## src/rtl/controlador_lcd.sv

```systemverilog
// HD44780 write-side bus driver: one 9-bit word per Listo/Dato_Valido handshake, timed E strobe, cycle-counted execution wait.
// Optional build macro INIT_SEQ_EN adds the autonomous power-on 0x30/0x30/0x30/0x38 sequence.
module controlador_lcd #(
  parameter int unsigned T_SETUP      = 4,
  parameter int unsigned T_PULSE      = 12,
  parameter int unsigned T_HOLD       = 2,
  parameter int unsigned T_EXEC       = 2000,
  parameter int unsigned T_EXEC_LARGO = 82000,
  parameter int unsigned T_INIT       = 750000,
  parameter int unsigned T_INIT2      = 205000,
  parameter int unsigned CNT_W        = 20
) (
  input  logic       CLOCK,
  input  logic       RESET,
  input  logic [8:0] Datos_LCD,
  input  logic       Dato_Valido,
  output logic       Listo,
  output logic       LCD_RS,
  output logic       LCD_RW,
  output logic       LCD_E,
  output logic [7:0] LCD_DB
);

  localparam longint unsigned CNT_LIM = 64'(1) << CNT_W;

  // Waits that end in REPOSO are one cycle short: the Listo cycle itself completes the execution time.
  localparam logic [CNT_W-1:0] C_SETUP = CNT_W'(T_SETUP - 1);
  localparam logic [CNT_W-1:0] C_PULSO = CNT_W'(T_PULSE - 1);
  localparam logic [CNT_W-1:0] C_HOLD  = CNT_W'(T_HOLD - 1);
  localparam logic [CNT_W-1:0] C_EXEC  = CNT_W'(T_EXEC - 2);
  localparam logic [CNT_W-1:0] C_LARGO = CNT_W'(T_EXEC_LARGO - 2);

  if (T_SETUP == 0 || T_PULSE == 0 || T_HOLD == 0 || T_EXEC < 2 || T_EXEC_LARGO < 2 ||
      T_INIT == 0 || T_INIT2 < 2 ||
      64'(T_SETUP) > CNT_LIM || 64'(T_PULSE) > CNT_LIM || 64'(T_HOLD) > CNT_LIM ||
      64'(T_EXEC) > CNT_LIM || 64'(T_EXEC_LARGO) > CNT_LIM ||
      64'(T_INIT) > CNT_LIM || 64'(T_INIT2) > CNT_LIM) begin : g_param_err
    $error("controlador_lcd: timing parameter out of range for CNT_W");
  end

  typedef enum logic [2:0] {
    S_REPOSO,
    S_SETUP,
    S_PULSO,
    S_HOLD,
    S_ESPERA,
    S_INIT
  } estado_t;

  estado_t          estado_q, estado_d;
  logic [CNT_W-1:0] cnt_q, cnt_d;
  logic             largo_q, largo_d;
  logic             rs_d;
  logic [7:0]       db_d;
  logic             e_d;
  logic             listo_d;

`ifdef INIT_SEQ_EN
  localparam logic [CNT_W-1:0] C_INIT         = CNT_W'(T_INIT - 1);
  localparam logic [CNT_W-1:0] C_INIT2_CADENA = CNT_W'(T_INIT2 - 1);
  localparam logic [CNT_W-1:0] C_EXEC_CADENA  = CNT_W'(T_EXEC - 1);

  logic       cadena_q, cadena_d;
  logic [1:0] idx_q, idx_d;
`endif

  assign LCD_RW = 1'b0;

  // Next-state, counter and next-output logic.
  always_comb begin
    estado_d = estado_q;
    cnt_d    = cnt_q;
    largo_d  = largo_q;
    rs_d     = LCD_RS;
    db_d     = LCD_DB;
`ifdef INIT_SEQ_EN
    cadena_d = cadena_q;
    idx_d    = idx_q;
`endif

    case (estado_q)
      S_REPOSO: begin
        if (Listo && Dato_Valido) begin
          estado_d = S_SETUP;
          cnt_d    = C_SETUP;
          rs_d     = Datos_LCD[8];
          db_d     = Datos_LCD[7:0];
          largo_d  = !Datos_LCD[8] && (Datos_LCD[7:2] == 6'd0) && (Datos_LCD[1:0] != 2'd0);
        end
      end
      S_SETUP: begin
        if (cnt_q == '0) begin
          estado_d = S_PULSO;
          cnt_d    = C_PULSO;
        end else begin
          cnt_d = cnt_q - CNT_W'(1);
        end
      end
      S_PULSO: begin
        if (cnt_q == '0) begin
          estado_d = S_HOLD;
          cnt_d    = C_HOLD;
        end else begin
          cnt_d = cnt_q - CNT_W'(1);
        end
      end
      S_HOLD: begin
        if (cnt_q == '0) begin
          estado_d = S_ESPERA;
          cnt_d    = largo_q ? C_LARGO : C_EXEC;
`ifdef INIT_SEQ_EN
          // Chained init writes wait a full period so the next word lands one period after the last.
          if (cadena_q && idx_q == 2'd0) begin
            cnt_d = C_INIT2_CADENA;
          end else if (cadena_q && idx_q != 2'd3) begin
            cnt_d = C_EXEC_CADENA;
          end
`endif
        end else begin
          cnt_d = cnt_q - CNT_W'(1);
        end
      end
      S_ESPERA: begin
        if (cnt_q == '0) begin
          estado_d = S_REPOSO;
`ifdef INIT_SEQ_EN
          if (cadena_q && idx_q != 2'd3) begin
            estado_d = S_SETUP;
            cnt_d    = C_SETUP;
            idx_d    = idx_q + 2'd1;
            db_d     = (idx_q == 2'd2) ? 8'h38 : 8'h30;
          end else begin
            cadena_d = 1'b0;
          end
`endif
        end else begin
          cnt_d = cnt_q - CNT_W'(1);
        end
      end
`ifdef INIT_SEQ_EN
      S_INIT: begin
        if (cnt_q == '0) begin
          estado_d = S_SETUP;
          cnt_d    = C_SETUP;
          rs_d     = 1'b0;
          db_d     = 8'h30;
          largo_d  = 1'b0;
        end else begin
          cnt_d = cnt_q - CNT_W'(1);
        end
      end
`endif
      default: begin
        estado_d = S_REPOSO;
        cnt_d    = '0;
      end
    endcase

    e_d     = (estado_d == S_PULSO);
    listo_d = (estado_d == S_REPOSO);
  end

  // State, counter and output registers.
  always_ff @(posedge CLOCK) begin
    if (RESET) begin
`ifdef INIT_SEQ_EN
      estado_q <= S_INIT;
      cnt_q    <= C_INIT;
      cadena_q <= 1'b1;
      idx_q    <= 2'd0;
      Listo    <= 1'b0;
`else
      estado_q <= S_REPOSO;
      cnt_q    <= '0;
      Listo    <= 1'b1;
`endif
      largo_q  <= 1'b0;
      LCD_RS   <= 1'b0;
      LCD_DB   <= 8'h00;
      LCD_E    <= 1'b0;
    end else begin
      estado_q <= estado_d;
      cnt_q    <= cnt_d;
      largo_q  <= largo_d;
      LCD_RS   <= rs_d;
      LCD_DB   <= db_d;
      LCD_E    <= e_d;
      Listo    <= listo_d;
`ifdef INIT_SEQ_EN
      cadena_q <= cadena_d;
      idx_q    <= idx_d;
`endif
    end
  end

endmodule

```

## config.mk

```make
export PLATFORM = sky130hd
export DESIGN_NAME = controlador_lcd
export DESIGN_NICKNAME = d
export VERILOG_FILES = /design/src/rtl/controlador_lcd.sv
export SDC_FILE = /design/constraint.sdc
export NUM_CORES = 1
export LEC_CHECK = 0
export BUFFER_PORTS_ARGS = -buffer_cell sky130_fd_sc_hd__buf_2
export CORE_ASPECT_RATIO = 1.1
export CORE_UTILIZATION = 45
export CTS_BUF_LIST = sky130_fd_sc_hd__clkbuf_16
export DETAILED_ROUTE_END_ITERATION = 6
export SETUP_SLACK_MARGIN = 0.4
export SYNTH_ARGS = -nofsm -noshare
export SYNTH_HDL_FRONTEND = slang
export SYNTH_SLANG_ARGS = --single-unit
```

## constraint.sdc

```tcl
create_clock -name CLOCK -period 4.36 [get_ports CLOCK]
set_clock_uncertainty 0.15 [all_clocks]
set_input_delay 0.218 -clock CLOCK [delete_from_list [all_inputs] [get_ports CLOCK]]
set_output_delay 0.218 -clock CLOCK [all_outputs]
set_load 0.1 [all_outputs]
```

==> implementation parameters, run 1 <==
Parameter                              Value

Worst hold path
  Tightest Hold Check Type ... in -> reg
  Launch point of the worst hold path ... Datos_LCD[5]
  Hold path endpoint ... LCD_DB[5]
  WHS Path Cells ... 3

Drt
  DRC ... 0
  Routed via count ... 1632
  Post-route antenna net violation count ... 0
  Violation count after the first detailed-routing iteration ... 54
  Average routed wire per standard cell ... 14.12 um
  Drt pass-1 iters ... 4
  Number of vias per cell after detailed routing ... 5.477
  Final routed wirelength across all metal layers ... 4207 um

Critical path
  Signal arrival time at the worst endpoint ... 2.47 ns
  FF-to-FF End ... cnt_q[9]
  Depth of the most critical reg-to-reg path ... 9
  Required time at the worst-slack endpoint ... 4.37 ns
  Worst-path fanout max ... 7
  Crit path launch type ... flip-flop
  Flop2flop setup slack ... 1.90 ns
  Beginning of the worst register-to-register path ... cnt_q[0]
  Crit path capture type ... flip-flop
  Critical path class ... reg -> reg

Die
  Die extent in x ... 62.98 um
  Count of boundary I/O pins ... 24
  Core Box Area ... 3934 um^2
  Number of placement rows ... 24
  Area enclosed by the die boundary ... 4350 um^2
  Initial Utilization ... 0.4679
  Die H ... 69.08 um

Synthesis
  Synthesized area per cell ... 8.144 um^2
  Cell with the most instances after synthesis ... nand2_1
  Fraction of the yosys area taken by sequential cells ... 0.3807
  Primary FF master, synth ... dfxtp_1
  YS warnings ... 0
  Post-synth top area share ... 0.3807
  Net count after synthesis ... 239
  Ranking of synthesized cells by area ... dfxtp_1, nand2_1, a21oi_1, nor2_1, nor3_1
  Yosys cell types ... 55
  Async set-or-reset flop fraction in the synthesized netlist ... 0
  Cell taking the most area after synthesis ... dfxtp_1
  Cells after Synth ... 226
  Most numerous cell types in the synthesized netlist ... nand2_1, dfxtp_1, a21oi_1, nor2_1, nor3_1
  Number of flops mapped to enable cells by yosys ... 0
  Synthesized cell area ... 1841 um^2
  Register bit total from synthesis ... 35

Clocking
  Clk slew on worst S/H paths ... 0.05 ns
  Number of buffers added to fix hold violations after cts ... 0
  Buffer cell driving the clock tree root ... clkbuf_16
  Clock latency of the later-clocked register in the worst-skew pair ... 0.28 ns
  Total number of clock tree sinks ... 35
  Number of gates given a new drive strength after cts ... 0
  H-tree level count ... 2
  Setup Fix Bufs, Post-CTS ... 0
  Clock Tree Buf Depth ... 2
  Clock tree from TritonCTS ... built
  TritonCTS Buffers ... 5

Timing
  Final-report hold violation count ... 0
  Setup_tns ... 0 ns
  Min cycle time layout ... 2.462 ns
  Number of pins exceeding their max-slew limit in the final report ... 0
  Actual slew at the worst max-slew pin ... 0.7871 ns
  Period utilization ... 0.5646
  Tightest slew margin relative to the limit ... 0.4721
  Setup repair after global routing missed its margin ... no
  Setup violations, final ... 0
  Fmax ... 0.4063 GHz

Placement
  Final estimated routing congestion in global placement ... 0.7793
  Count of buffers from port buffering ... 22
  Post-detailed-placement half-perimeter wirelength ... 3052 um

GRT
  Remaining global-route overflow ... 0
  First-pass GRT wire length ... 7389 um
  Number of global-route vias before repair ... 1582
  Tot GR Track Use ... 0.2189
  Number of antenna violations at the first check in global routing ... 0
  Pin count of the biggest net entering global routing ... 29

Job
  Number of maximum-capacitance constraint violations ... 0

Cells and area
  Filler Cells Inserted ... 413
  Fin nets ... 259
  Area used by sequential logic in the layout ... 700.7 um^2
  Area of the multi-input gates ... 1074 um^2
  Share of final-layout standard cells stronger than drive strength 1 ... 0.1992
  Diode count ... 0
  Layout-stage area growth over the synthesis result ... 13.80%

Outcome
  Outcome ... complete, no violations
==> logic make-up after synthesis <==
| family | Yosys count | synth area share |
|---|---|---|
| simple gates | 108 | 0.3188 |
| xor+xnor | 8 | 0.03807 |
| other cells | 1 | 0.002037 |
| compound gates | 59 | 0.2060 |
| buf+inv | 12 | 0.03603 |
| fa+ha+maj | 1 | 0.006797 |
| mux | 2 | 0.01156 |
| flops | 35 | 0.3807 |
==> flip-flops by register name, summed over array words and instances, names as in the netlist <==
signal / cells
cnt_q: 20
estado_q: 3
LCD_RS: 1
LCD_E: 1
largo_q: 1
Listo: 1
LCD_DB: 8
==> placed cells by master, fill, tap and decap left out, drive strengths merged, types with 2 or more instances in the layout <==
cell / netlist / final
clkinv: 0 / 2
and2: 2 / 2
o21a: 2 / 2
or3: 7 / 7
a21oi: 28 / 28
nor3: 14 / 14
nor2: 20 / 20
nand2b: 2 / 2
a31oi: 2 / 2
nor4: 10 / 10
or2: 4 / 4
nor2b: 2 / 2
o31ai: 3 / 3
o21ai: 9 / 9
buf: 4 / 22
nand3: 3 / 3
a211oi: 4 / 4
or4: 2 / 2
clkbuf: 5 / 5
xor2: 2 / 2
nand2: 40 / 40
dfxtp: 35 / 35
xnor2: 6 / 6
inv: 3 / 3
==> per-layer routing <==
layer,wire length [um],GRT usage,vias to the layer above
li1,-,-,849
met4,51,0.08786,0
met5,0,0,-
met1,1997,0.2692,747
met3,143,0.05960,4
met2,2014,0.3572,32
==> cell type report <==
cell class / instances / area share
Tap cell: 52 / 0.03106
Clock buffer: 5 / 0.05974
Multi-Input combinational cell: 179 / 0.5125
Timing Repair Buffer: 22 / 0.05257
Clock inverter: 2 / 0.004182
Inverter: 3 / 0.005376
Sequential cell: 35 / 0.3345
==> how the worst max path moves through the flow <==
stage | slack [ns] | startpoint | to | cells after the start
6_report | 1.90 | cnt_q[0] | cnt_q[9] | 9
5_1_grt | 1.68 | cnt_q[0] | cnt_q[9] | 9
4_1_cts | 1.88 | cnt_q[0] | cnt_q[9] | 9
3_5_place_dp | 1.92 | cnt_q[0] | cnt_q[9] | 9
3_3_place_gp | 1.95 | cnt_q[0] | cnt_q[9] | 9
2_1_floorplan | 1.86 | Listo | cnt_q[11] | 6
==> worst max-delay path: stages, from the launching register on <==
cell and delay, ns:
dfxtp_1 0.33, inv_1 0.09, ha_1 0.20, nor3b_2 0.30, nand2_4 0.13, nor3_4 0.30, a211oi_1 0.19, o21a_1 0.16
o21a_1 0.16, or3_1 0.33
==> through the flow <==
stage,area [um^2],util,cells,worst slack (ns),hold slack [ns]
after CTS,2095,0.5324,298,1.882,0.03755
final,2095,0.5324,298,1.898,0.03678
after global routing,2095,0.5324,298,1.682,0.03999
after global placement,1961,0.4984,291,1.948,0.2896
after floorplan,1841,-,226,1.856,0.2040
after detailed placement,1961,0.4984,291,1.917,0.2961
Power of run 1 is not shown: default switching activity piles up to over one toggle a cycle in this logic, so the estimate is an artifact.
==> inputs of run 2 (changes only) <==
==> constraint.sdc (replaced) <==
create_clock -name CLOCK -period 2.5 [get_ports CLOCK]
set_clock_uncertainty 0.15 [all_clocks]
set_input_delay 0.125 -clock CLOCK [delete_from_list [all_inputs] [get_ports CLOCK]]
set_output_delay 0.125 -clock CLOCK [all_outputs]
set_load 0.1 [all_outputs]
==> implementation parameters, run 2 (synthesized netlist as in run 1, its figures left out) <==
Parameter                              Value

Outcome
  Outcome ... complete, no violations (unchanged)

Die
  Core Box Area ... 3934 um^2 (unchanged)
  Die extent in x ... 62.98 um (unchanged)
  Die H ... 69.08 um (unchanged)
  Initial Utilization ... 0.4679 (unchanged)
  Count of boundary I/O pins ... 24 (unchanged)
  Number of placement rows ... 24 (unchanged)
  Area enclosed by the die boundary ... 4350 um^2 (unchanged)

Drt
  Post-route antenna net violation count ... 0 (unchanged)
  Violation count after the first detailed-routing iteration ... 110 (was 54)
  Final routed wirelength across all metal layers ... 4878 um (was 4207 um)
  Average routed wire per standard cell ... 14.18 um (was 14.12 um)
  Routed via count ... 1848 (was 1632)
  DRC ... 0 (unchanged)
  Number of vias per cell after detailed routing ... 5.372 (was 5.477)
  Drt pass-1 iters ... 4 (unchanged)

Cells and area
  Filler Cells Inserted ... 339 (was 413)
  Most common cell after layout, fill and taps aside ... nand2_1 (unchanged)
  Area of the multi-input gates ... 1174 um^2 (was 1074 um^2)
  Share of final-layout standard cells stronger than drive strength 1 ... 0.3562 (was 0.1992)
  Largest registers ... cnt_q: 20 flops, LCD_DB: 8 flops, estado_q: 3 flops (unchanged)
  Area used by sequential logic in the layout ... 710.7 um^2 (was 700.7 um^2)
  Fin nets ... 304 (was 259)
  Diode count ... 0 (unchanged)
  Register ranked first by flip-flop count ... cnt_q (unchanged)
  Number of flip-flops in the largest register ... 20 (unchanged)
  Leading cell types in the layout, fill and taps excluded ... nand2_1, buf_4, dfxtp_1 (was nand2_1, dfxtp_1, a21oi_1)
  Layout-stage area growth over the synthesis result ... 40.11% (was 13.80%)

Clocking
  H-tree level count ... 2 (unchanged)
  Clk slew on worst S/H paths ... 0.05 ns (about the same)
  Buffer cell driving the clock tree root ... clkbuf_16 (unchanged)
  Total number of clock tree sinks ... 35 (unchanged)
  TritonCTS Buffers ... 5 (unchanged)
  Clock Tree Buf Depth ... 2 (unchanged)
  Clock latency of the later-clocked register in the worst-skew pair ... 0.28 ns (about the same)
  Clock tree from TritonCTS ... built (unchanged)

Placement
  Count of buffers from port buffering ... 22 (unchanged)
  Final estimated routing congestion in global placement ... 0.8249 (was 0.7793)
  Post-detailed-placement half-perimeter wirelength ... 3015 um (was 3052 um)

Critical path
  Crit path launch type ... flip-flop (unchanged)
  Highest-delay cell along the critical path ... or4_4 (was dfxtp_1)
  Signal arrival time at the worst endpoint ... 2.27 ns (was 2.47 ns)
  Required time at the worst-slack endpoint ... 2.58 ns (was 4.37 ns)
  Flop2flop setup slack ... 0.31 ns (was 1.90 ns)
  Worst-path fanout max ... 5 (was 7)
  Slowest cell delay on critical path ... 0.49 ns (was 0.33 ns)
  Depth of the most critical reg-to-reg path ... 10 (was 9)
  Beginning of the worst register-to-register path ... cnt_q[0] (unchanged)
  Critical path class ... reg -> reg (unchanged)
  Start point of the critical path ... cnt_q[0] (unchanged)
  Crit path capture type ... flip-flop (unchanged)
  Worst path cell trace ... inv_2, ha_4, nor3b_4, nand2_4, or4_4, a21oi_4, buf_6, a21o_1, a21oi_2, nand2_1 (was inv_1, ha_1, nor3b_2, nand2_4, nor3_4, a211oi_1, o21a_1, o21a_1, or3_1)
  FF-to-FF End ... cnt_q[14] (was cnt_q[9])
  Critical Path Sink ... cnt_q[14] (was cnt_q[9])

GRT
  Pin count of the biggest net entering global routing ... 19 (was 29)
  Number of antenna violations at the first check in global routing ... 0 (unchanged)
  Remaining global-route overflow ... 0 (unchanged)
  Number of global-route vias before repair ... 1729 (was 1582)
  Tot GR Track Use ... 0.2232 (was 0.2189)
  First-pass GRT wire length ... 7693 um (was 7389 um)

Timing
  Setup violations, final ... 0 (unchanged)
  Setup_tns ... 0 ns (unchanged)
  Setup repair after global routing missed its margin ... yes (was no)
  Number of pins exceeding their max-slew limit in the final report ... 0 (unchanged)
  Fmax ... 0.4569 GHz (was 0.4063 GHz)
  Final-report hold violation count ... 0 (unchanged)
  Period utilization ... 0.8755 (was 0.5646)
  Min cycle time layout ... 2.189 ns (was 2.462 ns)

Worst hold path
  WHS Path Cells ... 2 (was 3)
  Tightest Hold Check Type ... in -> reg (unchanged)

Job
  Number of maximum-capacitance constraint violations ... 0 (unchanged)
-- run 2: cell types whose count changed in the layout (fill, tap and decap cells not counted), moves of 3 or more --
cell,previous run,this run
buf_4,0,34
dfxtp_1,35,31
dlygate4sd3_1,0,9
nor2_1,20,17
nor2_2,0,3
-- run 2: worst min-delay path by stage --
stage	from	end	slack [ns]
after floorplan	Datos_LCD[0]	LCD_DB[0]	0.11
after global placement	Datos_LCD[6]	LCD_DB[6]	0.23
after detailed placement	Datos_LCD[8]	LCD_RS	0.24
after CTS	RESET	estado_q[2]	0.08
after global routing	RESET	estado_q[2]	0.10
final	RESET	estado_q[2]	0.09
-- run 2: final cells by class --
cell class,count,share of cell area
clock buffers,5,0.04852
clock inverters,3,0.004852
inverters,3,0.005337
multi-input cells,179,0.4551
flip-flops and latches,35,0.2756
well taps,52,0.02523
repair buffers,67,0.1853
-- run 2: per-layer routing --
| layer | share of wire | global-route usage |
|---|---|---|
| met1 | 0.43 | 0.2562 |
| met2 | 0.51 | 0.3847 |
| met3 | 0.038 | 0.04967 |
| met4 | 0.023 | 0.1085 |
| met5 | 0 | 0 |
-- run 2: critical path, delay by kind of cell, from the launching register on --
kind,cells,cell delay (ns)
simple gates,4,0.91
compound gates,3,0.41
flops,1,0.32
buf+inv,2,0.22
fa+ha+maj,1,0.14
-- run 2: per-stage QoR --
| step | setup WS [ns] | std cells | hold WS, ns | cell area [um^2] | utilization |
|---|---|---|---|---|---|
| 6_report | 0.3113 | 344 | 0.08984 | 2579 | 0.6555 |
| 5_1_grt | 0.2093 | 344 | 0.1003 | 2579 | 0.6555 |
| 4_1_cts | 0.2914 | 333 | 0.08177 | 2432 | 0.6183 |
| 3_5_place_dp | 0.2259 | 299 | 0.2373 | 2041 | 0.5188 |
| 3_3_place_gp | 0.2384 | 299 | 0.2289 | 2041 | 0.5188 |
| 2_1_floorplan | 0.3920 | 226 | 0.1110 | 1861 | - |
-- run 2: repair_timing --
| item | CTS | global route |
|---|---|---|
| pin swaps | 6 | 8 |
| buffers inserted | 17 | 11 |
| hold buffers | 9 | 0 |
| setup endpoints to repair | 17 | 21 |
| gates cloned | 0 | 0 |
| gates resized for setup | 7 | 18 |
| endpoints found under the hold margin | 9 | 0 |
Power of run 2 is left out for the same reason.
